**src/rtl/pong_ball_engine_if.sv**
```systemverilog
// Control inputs and ball/score outputs of the Pong ball engine.
// The driver (game top level or bench) uses master; the engine uses slave.
interface pong_ball_engine_if #(
  parameter int CW = 10,
  parameter int SW = 4
);
  logic          game_tick;
  logic          start;
  logic [CW-1:0] y_paddleA;
  logic [CW-1:0] y_paddleB;
  logic [CW-1:0] x_ball;
  logic [CW-1:0] y_ball;
  logic [SW-1:0] score_a;
  logic [SW-1:0] score_b;
  logic          point_a;
  logic          point_b;
  logic [1:0]    state;
  logic          game_over;
  logic          winner;

  modport master (
    output game_tick, start, y_paddleA, y_paddleB,
    input  x_ball, y_ball, score_a, score_b, point_a, point_b, state, game_over, winner
  );

  modport slave (
    input  game_tick, start, y_paddleA, y_paddleB,
    output x_ball, y_ball, score_a, score_b, point_a, point_b, state, game_over, winner
  );
endinterface

```
**src/rtl/pong_ball_engine.sv**
```systemverilog
// Pong ball physics and match flow: position, signed velocity, wall/paddle
// bounces, scoring and serve/point/game-over sequencing, one step per game_tick.
module pong_ball_engine #(
  parameter int CW          = 10,
  parameter int SW          = 4,
  parameter int BALL_W      = 10,
  parameter int BALL_H      = 10,
  parameter int PAD_W       = 12,
  parameter int PAD_H       = 100,
  parameter int Y_CEIL      = 48,
  parameter int Y_FLOOR     = 432,
  parameter int X_LWALL     = 64,
  parameter int X_RWALL     = 576,
  parameter int X_PADA      = 100,
  parameter int X_PADB      = 530,
  parameter int SERVE_X     = 315,
  parameter int SERVE_Y     = 235,
  parameter int VX0         = 2,
  parameter int VY          = 1,
  parameter int VMAX        = 6,
  parameter int PAUSE_TICKS = 60,
  parameter int WIN_SCORE   = 7
) (
  input logic              vga_clk,
  input logic              rst_n,
  pong_ball_engine_if.slave bus
);
  localparam int NW = CW + 2;
  localparam int TW = $clog2(PAUSE_TICKS + 1);

  localparam logic signed [NW-1:0] K_ONE    = NW'(1);
  localparam logic signed [NW-1:0] K_BW     = NW'(BALL_W);
  localparam logic signed [NW-1:0] K_BH     = NW'(BALL_H);
  localparam logic signed [NW-1:0] K_PH     = NW'(PAD_H);
  localparam logic signed [NW-1:0] K_CEIL   = NW'(Y_CEIL);
  localparam logic signed [NW-1:0] K_FLOOR  = NW'(Y_FLOOR);
  localparam logic signed [NW-1:0] K_LWALL  = NW'(X_LWALL);
  localparam logic signed [NW-1:0] K_RWALL  = NW'(X_RWALL);
  localparam logic signed [NW-1:0] K_PADA_R = NW'(X_PADA + PAD_W);
  localparam logic signed [NW-1:0] K_PADB   = NW'(X_PADB);
  localparam logic signed [NW-1:0] K_VX0    = NW'(VX0);
  localparam logic signed [NW-1:0] K_VY     = NW'(VY);
  localparam logic signed [NW-1:0] K_VMAX   = NW'(VMAX);

  typedef enum logic [2:0] {S_IDLE, S_SERVE, S_PLAY, S_POINT, S_OVER} st_t;

  st_t                   st_reg, st_next;
  logic [CW-1:0]         x_reg, x_next, y_reg, y_next;
  logic signed [NW-1:0]  vx_reg, vx_next;
  logic                  vy_neg_reg, vy_neg_next;
  logic [SW-1:0]         sa_reg, sa_next, sb_reg, sb_next;
  logic                  pa_reg, pa_next, pb_reg, pb_next;
  logic                  win_reg, win_next;
  logic [TW-1:0]         tcnt_reg, tcnt_next;

  logic signed [NW-1:0]  x_s, nx, ny, vx_mag, vx_inc, vx_fast, pya, pyb;
  logic                  vx_neg, vx_pos, pad_a_vert, pad_b_vert, pause_done;

  // Next position is computed two bits wider and signed so edges never wrap.
  always_comb begin
    x_s        = $signed({2'b00, x_reg});
    nx         = x_s + vx_reg;
    ny         = vy_neg_reg ? $signed({2'b00, y_reg}) - K_VY : $signed({2'b00, y_reg}) + K_VY;
    vx_neg     = vx_reg[NW-1];
    vx_pos     = !vx_reg[NW-1] && (vx_reg != '0);
    vx_mag     = vx_neg ? -vx_reg : vx_reg;
    vx_inc     = vx_mag + K_ONE;
    vx_fast    = (vx_inc > K_VMAX) ? K_VMAX : vx_inc;
    pya        = $signed({2'b00, bus.y_paddleA});
    pyb        = $signed({2'b00, bus.y_paddleB});
    pad_a_vert = (ny + K_BH > pya) && (ny < pya + K_PH);
    pad_b_vert = (ny + K_BH > pyb) && (ny < pyb + K_PH);
    pause_done = bus.game_tick && (tcnt_reg == TW'(PAUSE_TICKS - 1));
  end

  always_comb begin
    st_next     = st_reg;
    x_next      = x_reg;
    y_next      = y_reg;
    vx_next     = vx_reg;
    vy_neg_next = vy_neg_reg;
    sa_next     = sa_reg;
    sb_next     = sb_reg;
    pa_next     = 1'b0;
    pb_next     = 1'b0;
    win_next    = win_reg;
    tcnt_next   = '0;

    case (st_reg)
      S_IDLE: begin
        x_next = CW'(SERVE_X);
        y_next = CW'(SERVE_Y);
        if (bus.start) begin
          st_next     = S_SERVE;
          vx_next     = K_VX0;
          vy_neg_next = 1'b0;
        end
      end

      S_SERVE: begin
        if (pause_done) begin
          st_next = S_PLAY;
        end else begin
          tcnt_next = bus.game_tick ? tcnt_reg + TW'(1) : tcnt_reg;
        end
      end

      S_PLAY: begin
        if (bus.game_tick) begin
          if (vx_neg && nx <= K_LWALL) begin
            sb_next  = sb_reg + SW'(1);
            pb_next  = 1'b1;
            win_next = 1'b1;
            st_next  = S_POINT;
          end else if (vx_pos && nx + K_BW >= K_RWALL) begin
            sa_next  = sa_reg + SW'(1);
            pa_next  = 1'b1;
            win_next = 1'b0;
            st_next  = S_POINT;
          end else begin
            if (ny <= K_CEIL) begin
              y_next      = CW'(Y_CEIL);
              vy_neg_next = 1'b0;
            end else if (ny + K_BH >= K_FLOOR) begin
              y_next      = CW'(Y_FLOOR - BALL_H);
              vy_neg_next = 1'b1;
            end else begin
              y_next = ny[CW-1:0];
            end
            x_next = nx[CW-1:0];
            // Paddle faces are tested against the pre-tick x so a fast ball cannot tunnel through.
            if (vx_neg && x_s >= K_PADA_R && nx < K_PADA_R && pad_a_vert) begin
              x_next  = CW'(X_PADA + PAD_W);
              vx_next = vx_fast;
            end else if (vx_pos && x_s + K_BW <= K_PADB && nx + K_BW > K_PADB && pad_b_vert) begin
              x_next  = CW'(X_PADB - BALL_W);
              vx_next = -vx_fast;
            end
          end
        end
      end

      S_POINT: begin
        if (pause_done) begin
          x_next  = CW'(SERVE_X);
          y_next  = CW'(SERVE_Y);
          // win_reg holds the last scorer; the serve goes toward the other player.
          vx_next = win_reg ? -K_VX0 : K_VX0;
          if ((win_reg ? sb_reg : sa_reg) == SW'(WIN_SCORE)) begin
            st_next = S_OVER;
          end else begin
            st_next = S_SERVE;
          end
        end else begin
          tcnt_next = bus.game_tick ? tcnt_reg + TW'(1) : tcnt_reg;
        end
      end

      S_OVER: begin
        if (bus.start) begin
          sa_next = '0;
          sb_next = '0;
          vx_next = K_VX0;
          st_next = S_SERVE;
        end
      end

      default: st_next = S_IDLE;
    endcase
  end

  always_ff @(posedge vga_clk or negedge rst_n) begin
    if (!rst_n) begin
      st_reg     <= S_IDLE;
      x_reg      <= CW'(SERVE_X);
      y_reg      <= CW'(SERVE_Y);
      vx_reg     <= K_VX0;
      vy_neg_reg <= 1'b0;
      sa_reg     <= '0;
      sb_reg     <= '0;
      pa_reg     <= 1'b0;
      pb_reg     <= 1'b0;
      win_reg    <= 1'b0;
      tcnt_reg   <= '0;
    end else begin
      st_reg     <= st_next;
      x_reg      <= x_next;
      y_reg      <= y_next;
      vx_reg     <= vx_next;
      vy_neg_reg <= vy_neg_next;
      sa_reg     <= sa_next;
      sb_reg     <= sb_next;
      pa_reg     <= pa_next;
      pb_reg     <= pb_next;
      win_reg    <= win_next;
      tcnt_reg   <= tcnt_next;
    end
  end

  assign bus.x_ball    = x_reg;
  assign bus.y_ball    = y_reg;
  assign bus.score_a   = sa_reg;
  assign bus.score_b   = sb_reg;
  assign bus.point_a   = pa_reg;
  assign bus.point_b   = pb_reg;
  assign bus.state     = (st_reg == S_OVER) ? 2'd3 : st_reg[1:0];
  assign bus.game_over = (st_reg == S_OVER);
  assign bus.winner    = win_reg;
endmodule

```
**src/flat_wrapper.sv**
```systemverilog
// flat-port wrapper written by rule: the top's interface ports become plain ports
module pong_ball_engine_flat 
#(
  parameter int CW          = 10,
  parameter int SW          = 4,
  parameter int BALL_W      = 10,
  parameter int BALL_H      = 10,
  parameter int PAD_W       = 12,
  parameter int PAD_H       = 100,
  parameter int Y_CEIL      = 48,
  parameter int Y_FLOOR     = 432,
  parameter int X_LWALL     = 64,
  parameter int X_RWALL     = 576,
  parameter int X_PADA      = 100,
  parameter int X_PADB      = 530,
  parameter int SERVE_X     = 315,
  parameter int SERVE_Y     = 235,
  parameter int VX0         = 2,
  parameter int VY          = 1,
  parameter int VMAX        = 6,
  parameter int PAUSE_TICKS = 60,
  parameter int WIN_SCORE   = 7
)
  (vga_clk, rst_n, bus_game_tick, bus_start, bus_y_paddleA, bus_y_paddleB, bus_x_ball, bus_y_ball, bus_score_a, bus_score_b, bus_point_a, bus_point_b, bus_state, bus_game_over, bus_winner);
  pong_ball_engine_if #(.CW(CW), .SW(SW)) bus_i ();
  input logic vga_clk;
  input logic rst_n;
  input wire logic [$bits(bus_i.game_tick)-1:0] bus_game_tick;
  input wire logic [$bits(bus_i.start)-1:0] bus_start;
  input wire logic [$bits(bus_i.y_paddleA)-1:0] bus_y_paddleA;
  input wire logic [$bits(bus_i.y_paddleB)-1:0] bus_y_paddleB;
  output wire logic [$bits(bus_i.x_ball)-1:0] bus_x_ball;
  output wire logic [$bits(bus_i.y_ball)-1:0] bus_y_ball;
  output wire logic [$bits(bus_i.score_a)-1:0] bus_score_a;
  output wire logic [$bits(bus_i.score_b)-1:0] bus_score_b;
  output wire logic [$bits(bus_i.point_a)-1:0] bus_point_a;
  output wire logic [$bits(bus_i.point_b)-1:0] bus_point_b;
  output wire logic [$bits(bus_i.state)-1:0] bus_state;
  output wire logic [$bits(bus_i.game_over)-1:0] bus_game_over;
  output wire logic [$bits(bus_i.winner)-1:0] bus_winner;
  assign bus_i.game_tick = bus_game_tick;
  assign bus_i.start = bus_start;
  assign bus_i.y_paddleA = bus_y_paddleA;
  assign bus_i.y_paddleB = bus_y_paddleB;
  assign bus_x_ball = bus_i.x_ball;
  assign bus_y_ball = bus_i.y_ball;
  assign bus_score_a = bus_i.score_a;
  assign bus_score_b = bus_i.score_b;
  assign bus_point_a = bus_i.point_a;
  assign bus_point_b = bus_i.point_b;
  assign bus_state = bus_i.state;
  assign bus_game_over = bus_i.game_over;
  assign bus_winner = bus_i.winner;
  pong_ball_engine #(.CW(CW), .SW(SW), .BALL_W(BALL_W), .BALL_H(BALL_H), .PAD_W(PAD_W), .PAD_H(PAD_H), .Y_CEIL(Y_CEIL), .Y_FLOOR(Y_FLOOR), .X_LWALL(X_LWALL), .X_RWALL(X_RWALL), .X_PADA(X_PADA), .X_PADB(X_PADB), .SERVE_X(SERVE_X), .SERVE_Y(SERVE_Y), .VX0(VX0), .VY(VY), .VMAX(VMAX), .PAUSE_TICKS(PAUSE_TICKS), .WIN_SCORE(WIN_SCORE)) u_core (.vga_clk(vga_clk), .rst_n(rst_n), .bus(bus_i));
endmodule
```
**config.mk**
```make
export PLATFORM = sky130hd
export DESIGN_NAME = pong_ball_engine_flat
export DESIGN_NICKNAME = d
export VERILOG_FILES = /design/src/rtl/pong_ball_engine_if.sv /design/src/rtl/pong_ball_engine.sv /design/src/flat_wrapper.sv
export SDC_FILE = /design/constraint.sdc
export NUM_CORES = 1
export LEC_CHECK = 0
export ABC_AREA = 1
export BUFFER_PORTS_ARGS = -buffer_cell sky130_fd_sc_hd__buf_2
export CORE_MARGIN = 1.5
export CORE_UTILIZATION = 50
export CTS_CLUSTER_DIAMETER = 200
export CTS_CLUSTER_SIZE = 30
export DETAILED_ROUTE_END_ITERATION = 7
export GPL_TIMING_DRIVEN = 0
export PLACE_DENSITY = 0.69
export SLEW_MARGIN = 20
export SYNTH_ARGS = -nofsm -noshare
export SYNTH_HDL_FRONTEND = slang
export SYNTH_SLANG_ARGS = --single-unit
```
**constraint.sdc**
```tcl
create_clock -name vga_clk -period 10.8 [get_ports vga_clk]
set_clock_uncertainty 0.1 [all_clocks]
set_input_delay 2.7 -clock vga_clk [delete_from_list [all_inputs] [get_ports vga_clk]]
set_output_delay 2.7 -clock vga_clk [all_outputs]
set_load 0.01 [all_outputs]
```
==> impl_metrics.env, run 1 <==
export IMPL_outcome="completed"
export IMPL_worstHoldStart="u_core.vx_reg[1]$_DFFE_PN1P_"
export IMPL_fin_crit_ps=5221
export IMPL_grt_usage=0.2458
export IMPL_synth_edf_count=0
export IMPL_cts_sinks=53
export IMPL_drc=0
export IMPL_crit_path_start_kind="input pin"
export IMPL_worstPathArrival_ps=5300
export IMPL_synthesis_nets=1166
export IMPL_syn_avg_cell_area_sq_um=6.199
export IMPL_place_gp_congestion=0.9507
export IMPL_crit_fanout=10
export IMPL_reg2regPathDepth=24
export IMPL_fin_crit_sh=0.4834
export IMPL_vdd_ir_drop_max_uv=131.4
export IMPL_grt_setup_unrepaired="no"
export IMPL_final_cells=1310
export IMPL_crit_path_end_kind="flop"
export IMPL_cts_tree="done"
export IMPL_hp_class="flop to flop"
export IMPL_hpwlAfterDp_microns=13860
export IMPL_grt_max_degree=54
export IMPL_p_per_area_nw_per_um2=331.0
export IMPL_tns_ps=0
export IMPL_timing_rr_start="u_core.bus.y_ball[0]$_DFFE_PN1P_"
export IMPL_dieWidth_microns=118.3
export IMPL_syn_to_final_growth_pct=10.08
export IMPL_final_setup_viol_count=0
export IMPL_core_sq_um=12770
export IMPL_mostFrequentLayoutCells="341 x nand2_1, 157 x inv_1, 101 x nand3_1"
export IMPL_drtIter0Drc=364
export IMPL_ys_types=45
export IMPL_required_ps=10870
export IMPL_route_vias_total=6660
export IMPL_layout_commonest_cell="nand2_1"
export IMPL_holdPathStages=2
export IMPL_ff2ff_setup_slack_ps=6340
export IMPL_ctsResizeCount=0
export IMPL_drive_above_1_share=0.1353
export IMPL_largest_reg_flops=12
export IMPL_boundaryPins=58
export IMPL_clk_pin_slew_ps=70
export IMPL_antenna_cells=0
export IMPL_wl_per_cell_microns=12.79
export IMPL_antenna_found_initial=0
export IMPL_row_count=41
export IMPL_dieArea_sq_um=14000
export IMPL_firstDrtPassIters=4
export IMPL_syn_area_sq_um=6651
export IMPL_start_util=0.5207
export IMPL_htree_levels=2
export IMPL_synthFlopType="dfrtp_1"
export IMPL_leakagePower_nw=4.125
export IMPL_vias_per_cell=5.084
export IMPL_nNetsFinal=1230
export IMPL_root_buffer="clkbuf_16"
export IMPL_die_h_microns=118.3
export IMPL_drv_slew=0
export IMPL_critical_path_class="input pin to flop"
export IMPL_cts_setup_buffers=0
export IMPL_cts_buffers=5
export IMPL_io_buffers=57
export IMPL_cts_path_max_buffers=2
export IMPL_whs_endpoint="u_core.vx_reg[1]$_DFFE_PN1P_"
export IMPL_grt_pass1_vias=6156
export IMPL_yosysWarnings=0
export IMPL_cap_violations=0
export IMPL_finalHoldViolCount=0
export IMPL_worst_slew_pin_slew_ps=759.0
export IMPL_yosysSeqAreaShare=0.2018
export IMPL_clock_latency_ps=290
export IMPL_grt_ovfl_total=0
export IMPL_fmax_mhz=191.5
export IMPL_detail_route_wirelength_microns=16760
export IMPL_ys_seq_elements=53
export IMPL_drtAntennaViolNets=0
export IMPL_synth_async_sr_flop_share=1.000
export IMPL_slew_headroom=0.4887
export IMPL_grt_pass1_wl_microns=28700
export IMPL_cts_hold_buffers=0
export IMPL_r2r_end="u_core.vx_reg[11]$_DFFE_PN0P_"
export IMPL_postSynthCellCount=1073
export IMPL_dp_cells=1302
==> logic make-up (layout without fill, tap and decap cells) <==
group / Yosys count / in the layout / share of synthesized area
AOI/OAI and AO/OA: 112 / 112 / 0.08935
DFF: 53 / 53 / 0.2018
xor gates and xnor gates: 29 / 29 / 0.04044
buffers and inverters: 174 / 239 / 0.1044
and+or+nand+nor: 636 / 636 / 0.4330
adders and majority gates: 69 / 69 / 0.1309
==> synthesized netlist by cell type (all sizes together), types with 2 or more instances <==
library cell  instances  area [sq um]
nand2               376          1544
o31ai                 2         15.01
dfrtp                40          1001
a21oi                40         200.2
o21ai                59         295.3
o21bai                2         15.01
nand4                25         171.4
or2                   6         37.54
dfstp                13         341.6
ha                   68         850.8
xnor2                 5         51.30
a211oi                3         22.52
nor2                104         441.7
nand3               107         573.1
buf                   9         70.06
nand3b                3         22.52
xor2                 24         217.7
inv                 165         624.4
nor3                 12         70.07
==> layout make-up <==
cell class / count / area (sq um)
buffer: 9 / 70.07
clock buffer: 6 / 128.9
clock inverter: 2 / 38.79
fill: 1325 / 5451
inverter: 165 / 624.3
multi-input combinational: 846 / 4614
sequential: 53 / 1343
tap: 172 / 215.2
timing repair buffer: 57 / 287.8
==> layer usage <==
| layer | global-route usage | vias up | wire length [microns] |
|---|---|---|---|
| li1 | - | 3562 | - |
| met1 | 0.3499 | 2963 | 8520 |
| met2 | 0.4121 | 128 | 7604 |
| met3 | 0.01400 | 7 | 523 |
| met4 | 0.05030 | 0 | 111 |
| met5 | 0 | - | 0 |
==> per-stage QoR <==
stage | setup WS [ps] | instance area, sq um | total power [mW] | util | hold WS (ps)
after floorplan | 5810 | 6651 | 1.791 | - | 359.3
after global placement | 5294 | 7152 | 2.207 | 0.5599 | 398.5
after global routing | 5310 | 7322 | 2.724 | 0.5732 | 432.9
final | 5579 | 7322 | 2.424 | 0.5732 | 415.1
after detailed placement | 5282 | 7154 | 2.230 | 0.5601 | 403.3
after CTS | 5578 | 7322 | 2.426 | 0.5732 | 413.0
==> worst max-delay path by stage <==
stage / startpoint / end / slack, ps / depth (start not counted)
floorplan: bus_y_paddleA[2] / u_core.vx_reg[10]$_DFFE_PN0P_ / 5810 / 21
global placement: bus_y_paddleA[2] / u_core.vx_reg[8]$_DFFE_PN0P_ / 5290 / 22
detailed placement: bus_y_paddleA[2] / u_core.vx_reg[6]$_DFFE_PN0P_ / 5280 / 22
CTS: bus_y_paddleA[2] / u_core.vx_reg[11]$_DFFE_PN0P_ / 5580 / 20
global route: bus_y_paddleA[2] / u_core.vx_reg[4]$_DFFE_PN0P_ / 5310 / 22
finish: bus_y_paddleA[2] / u_core.vx_reg[11]$_DFFE_PN0P_ / 5580 / 20
==> report_power, final <==
part,switching (mW),internal [mW],total [mW],leakage (nW)
clock network,0.0733,0.110,0.183,0.0810
logic,1.20,0.624,1.82,3.40
registers,0.125,0.297,0.422,0.645
total,1.39,1.03,2.42,4.12
==> critical path, stage by stage <==
cell and delay (ps):
buf_2 130, ha_1 220, nand2_1 70, nand2_1 70
o21ai_0 280, xor2_1 200, ha_1 250, nand2_1 60
inv_1 40, nand2_1 50, nand2_1 40, nand2_1 50
nand2_1 70, a21boi_0 220, nand3_2 170, buf_2 220
nand3_1 100, nand2_1 60, nand3_1 200, nand2_1 100
Note: power is estimated with default switching activity, not from simulation.
==> inputs of run 2 (changes only) <==
clock period = 4.9 ns   (was 10.8 ns; I/O delays follow)
==> run 2 against run 1 <==
  * Via count is 0.18% higher
  * Non-clock buffer count is the same
  * First-iteration DRC count increased by 0.55%
  * Largest cell class unchanged
  * Largest power group unchanged
==> impl_metrics.env, run 2 (synthesized netlist as in run 1, its figures left out) <==
export IMPL_cts_tree="done"
export IMPL_grt_ovfl_total=0
export IMPL_crit_path_end_kind="flop"
export IMPL_combinationalPowerShare=0.751
export IMPL_ff2ff_setup_slack_ps=530
export IMPL_root_buffer="clkbuf_16"
export IMPL_reg2regPathDepth=24
export IMPL_hp_class="flop to flop"
export IMPL_drive_above_1_share=0.1362
export IMPL_seqPwrFrac=0.173
export IMPL_drc=0
export IMPL_grt_setup_unrepaired="no"
export IMPL_fin_crit_ps=4373
export IMPL_worstPathArrival_ps=4450
export IMPL_utilization=0.5747
export IMPL_drtIter0Drc=366
export IMPL_grt_usage=0.2458
export IMPL_boundaryPins=58
export IMPL_place_ws_ps=454.7
export IMPL_finalHoldViolCount=0
export IMPL_grt_pass1_vias=6156
export IMPL_fmax_mhz=228.7
export IMPL_fin_crit_sh=0.8925
export IMPL_cts_buffers=5
export IMPL_cts_hold_buffers=0
export IMPL_drtAntennaViolNets=0
export IMPL_hpwlAfterDp_microns=13860
export IMPL_core_sq_um=12770
export IMPL_grt_pass1_wl_microns=28700
export IMPL_antenna_cells=0
export IMPL_place_gp_congestion=0.9507
export IMPL_grt_max_degree=54
export IMPL_final_setup_viol_count=0
export IMPL_cts_path_max_buffers=2
export IMPL_worstHoldStart="u_core.vx_reg[1]$_DFFE_PN1P_"
export IMPL_cts_sinks=53
export IMPL_drv_slew=0
export IMPL_layout_commonest_cell="nand2_1"
export IMPL_crit_fanout=8
export IMPL_start_util=0.5207
export IMPL_leakagePower_nw=4.127
export IMPL_critical_path_class="flop to flop"
export IMPL_antenna_found_initial=0
export IMPL_route_vias_total=6672
export IMPL_p_per_area_nw_per_um2=730.7
export IMPL_final_setup_worst_slack_ps=526.9
export IMPL_required_ps=4970
export IMPL_dp_cells=1302
export IMPL_holdPathStages=2
export IMPL_htree_levels=2
export IMPL_r2r_end="u_core.vx_reg[11]$_DFFE_PN0P_"
export IMPL_power_mw=5.364
export IMPL_slew_headroom=0.4835
export IMPL_detail_route_wirelength_microns=16760
export IMPL_tns_ps=0
export IMPL_dieWidth_microns=118.3
export IMPL_cap_violations=0
export IMPL_nNetsFinal=1230
export IMPL_worst_slew_pin_slew_ps=766.6
export IMPL_sw_frac_of_total=0.5746
export IMPL_syn_to_final_growth_pct=10.36
export IMPL_mostFrequentLayoutCells="341 x nand2_1, 157 x inv_1, 101 x nand3_1"
export IMPL_vdd_ir_drop_max_uv=289.4
export IMPL_wl_per_cell_microns=12.80
export IMPL_internal_power_mw=2.282
export IMPL_die_h_microns=118.3
export IMPL_vias_per_cell=5.093
export IMPL_clk_pin_slew_ps=70
export IMPL_clkPwrFrac=0.075
export IMPL_final_cells=1310
export IMPL_p_sw_mw=3.082
export IMPL_outcome="completed"
export IMPL_row_count=41
export IMPL_timing_rr_start="u_core.bus.y_ball[0]$_DFFE_PN1P_"
export IMPL_firstDrtPassIters=4
export IMPL_whs_endpoint="u_core.vx_reg[1]$_DFFE_PN1P_"
export IMPL_largest_reg_flops=12
export IMPL_crit_path_start_kind="flop"
export IMPL_io_buffers=57
export IMPL_dieArea_sq_um=14000
export IMPL_clock_latency_ps=290
## run 2: through the flow
| step | area, sq um | hold WS [ps] |
|---|---|---|
| 2_1_floorplan | 6651 | 359.3 |
| 6_report | 7341 | 414.1 |
| 3_3_place_gp | 7152 | 398.5 |
| 4_1_cts | 7322 | 413.0 |
| 5_1_grt | 7341 | 432.9 |
| 3_5_place_dp | 7154 | 403.3 |
## run 2: routing by layer
layer	vias to the layer above	global-route usage	routed length [microns]
li1	3560	-	-
met1	2988	0.3499	8558
met2	117	0.4121	7606
met3	7	0.01400	485
met4	0	0.05030	111
met5	-	0	0
## run 2: layout make-up
cell class	count	area [sq um]
Fill cell	1322	5433
Multi-Input combinational cell	846	4633
Sequential cell	53	1343
Inverter	165	624.3
Timing Repair Buffer	57	287.8
Tap cell	172	215.2
Clock buffer	6	128.9
Buffer	9	70.07
Clock inverter	2	38.79
## run 2: worst max-delay path by stage
stage,start,endpoint,slack [ps],cells after the start
2_1_floorplan,u_core.bus.y_ball[0]$_DFFE_PN1P_,u_core.vx_reg[10]$_DFFE_PN0P_,1070,26
3_3_place_gp,u_core.bus.y_ball[0]$_DFFE_PN1P_,u_core.vx_reg[8]$_DFFE_PN0P_,470,26
3_5_place_dp,u_core.bus.y_ball[0]$_DFFE_PN1P_,u_core.vx_reg[0]$_DFFE_PN0P_,450,26
4_1_cts,u_core.bus.y_ball[0]$_DFFE_PN1P_,u_core.vx_reg[11]$_DFFE_PN0P_,400,24
5_1_grt,u_core.bus.y_ball[0]$_DFFE_PN1P_,u_core.vx_reg[11]$_DFFE_PN0P_,40,26
6_report,u_core.bus.y_ball[0]$_DFFE_PN1P_,u_core.vx_reg[11]$_DFFE_PN0P_,530,24
## run 2: worst max-delay path: stages, from the launching register on
cell     delay (ps)
dfstp_2         630
inv_1           110
ha_1            350
xor2_2          280
ha_1            220
inv_1            40
nand2_1          70
nand2_1         110
nor3_2          180
xor2_1          280
ha_1            300
a21oi_1         130
o21ai_0          90
a21oi_1         150
nor2_1           60
nor2_1           80
nand2_1          50
nand2_1          60
nand3_1          90
nand3_2         140
nand2_1          60
inv_1           210
nand2_4         110
nand3_1         230
nand2_1         100
## run 2: repair_timing
item / CTS / global route
setup endpoints to repair: 0 / 11
setup buffers: 0 / 0
gates resized for setup: 0 / 2
## run 2: power by group through the flow
stage          clock [mW]  combinational, mW  sequential (mW)
2_1_floorplan           0               3.06            0.887
3_3_place_gp            0               3.93            0.931
3_5_place_dp            0               3.98            0.931
4_1_cts             0.412               4.01            0.926
5_1_grt             0.433               4.63            0.960
6_report            0.404               4.03            0.929
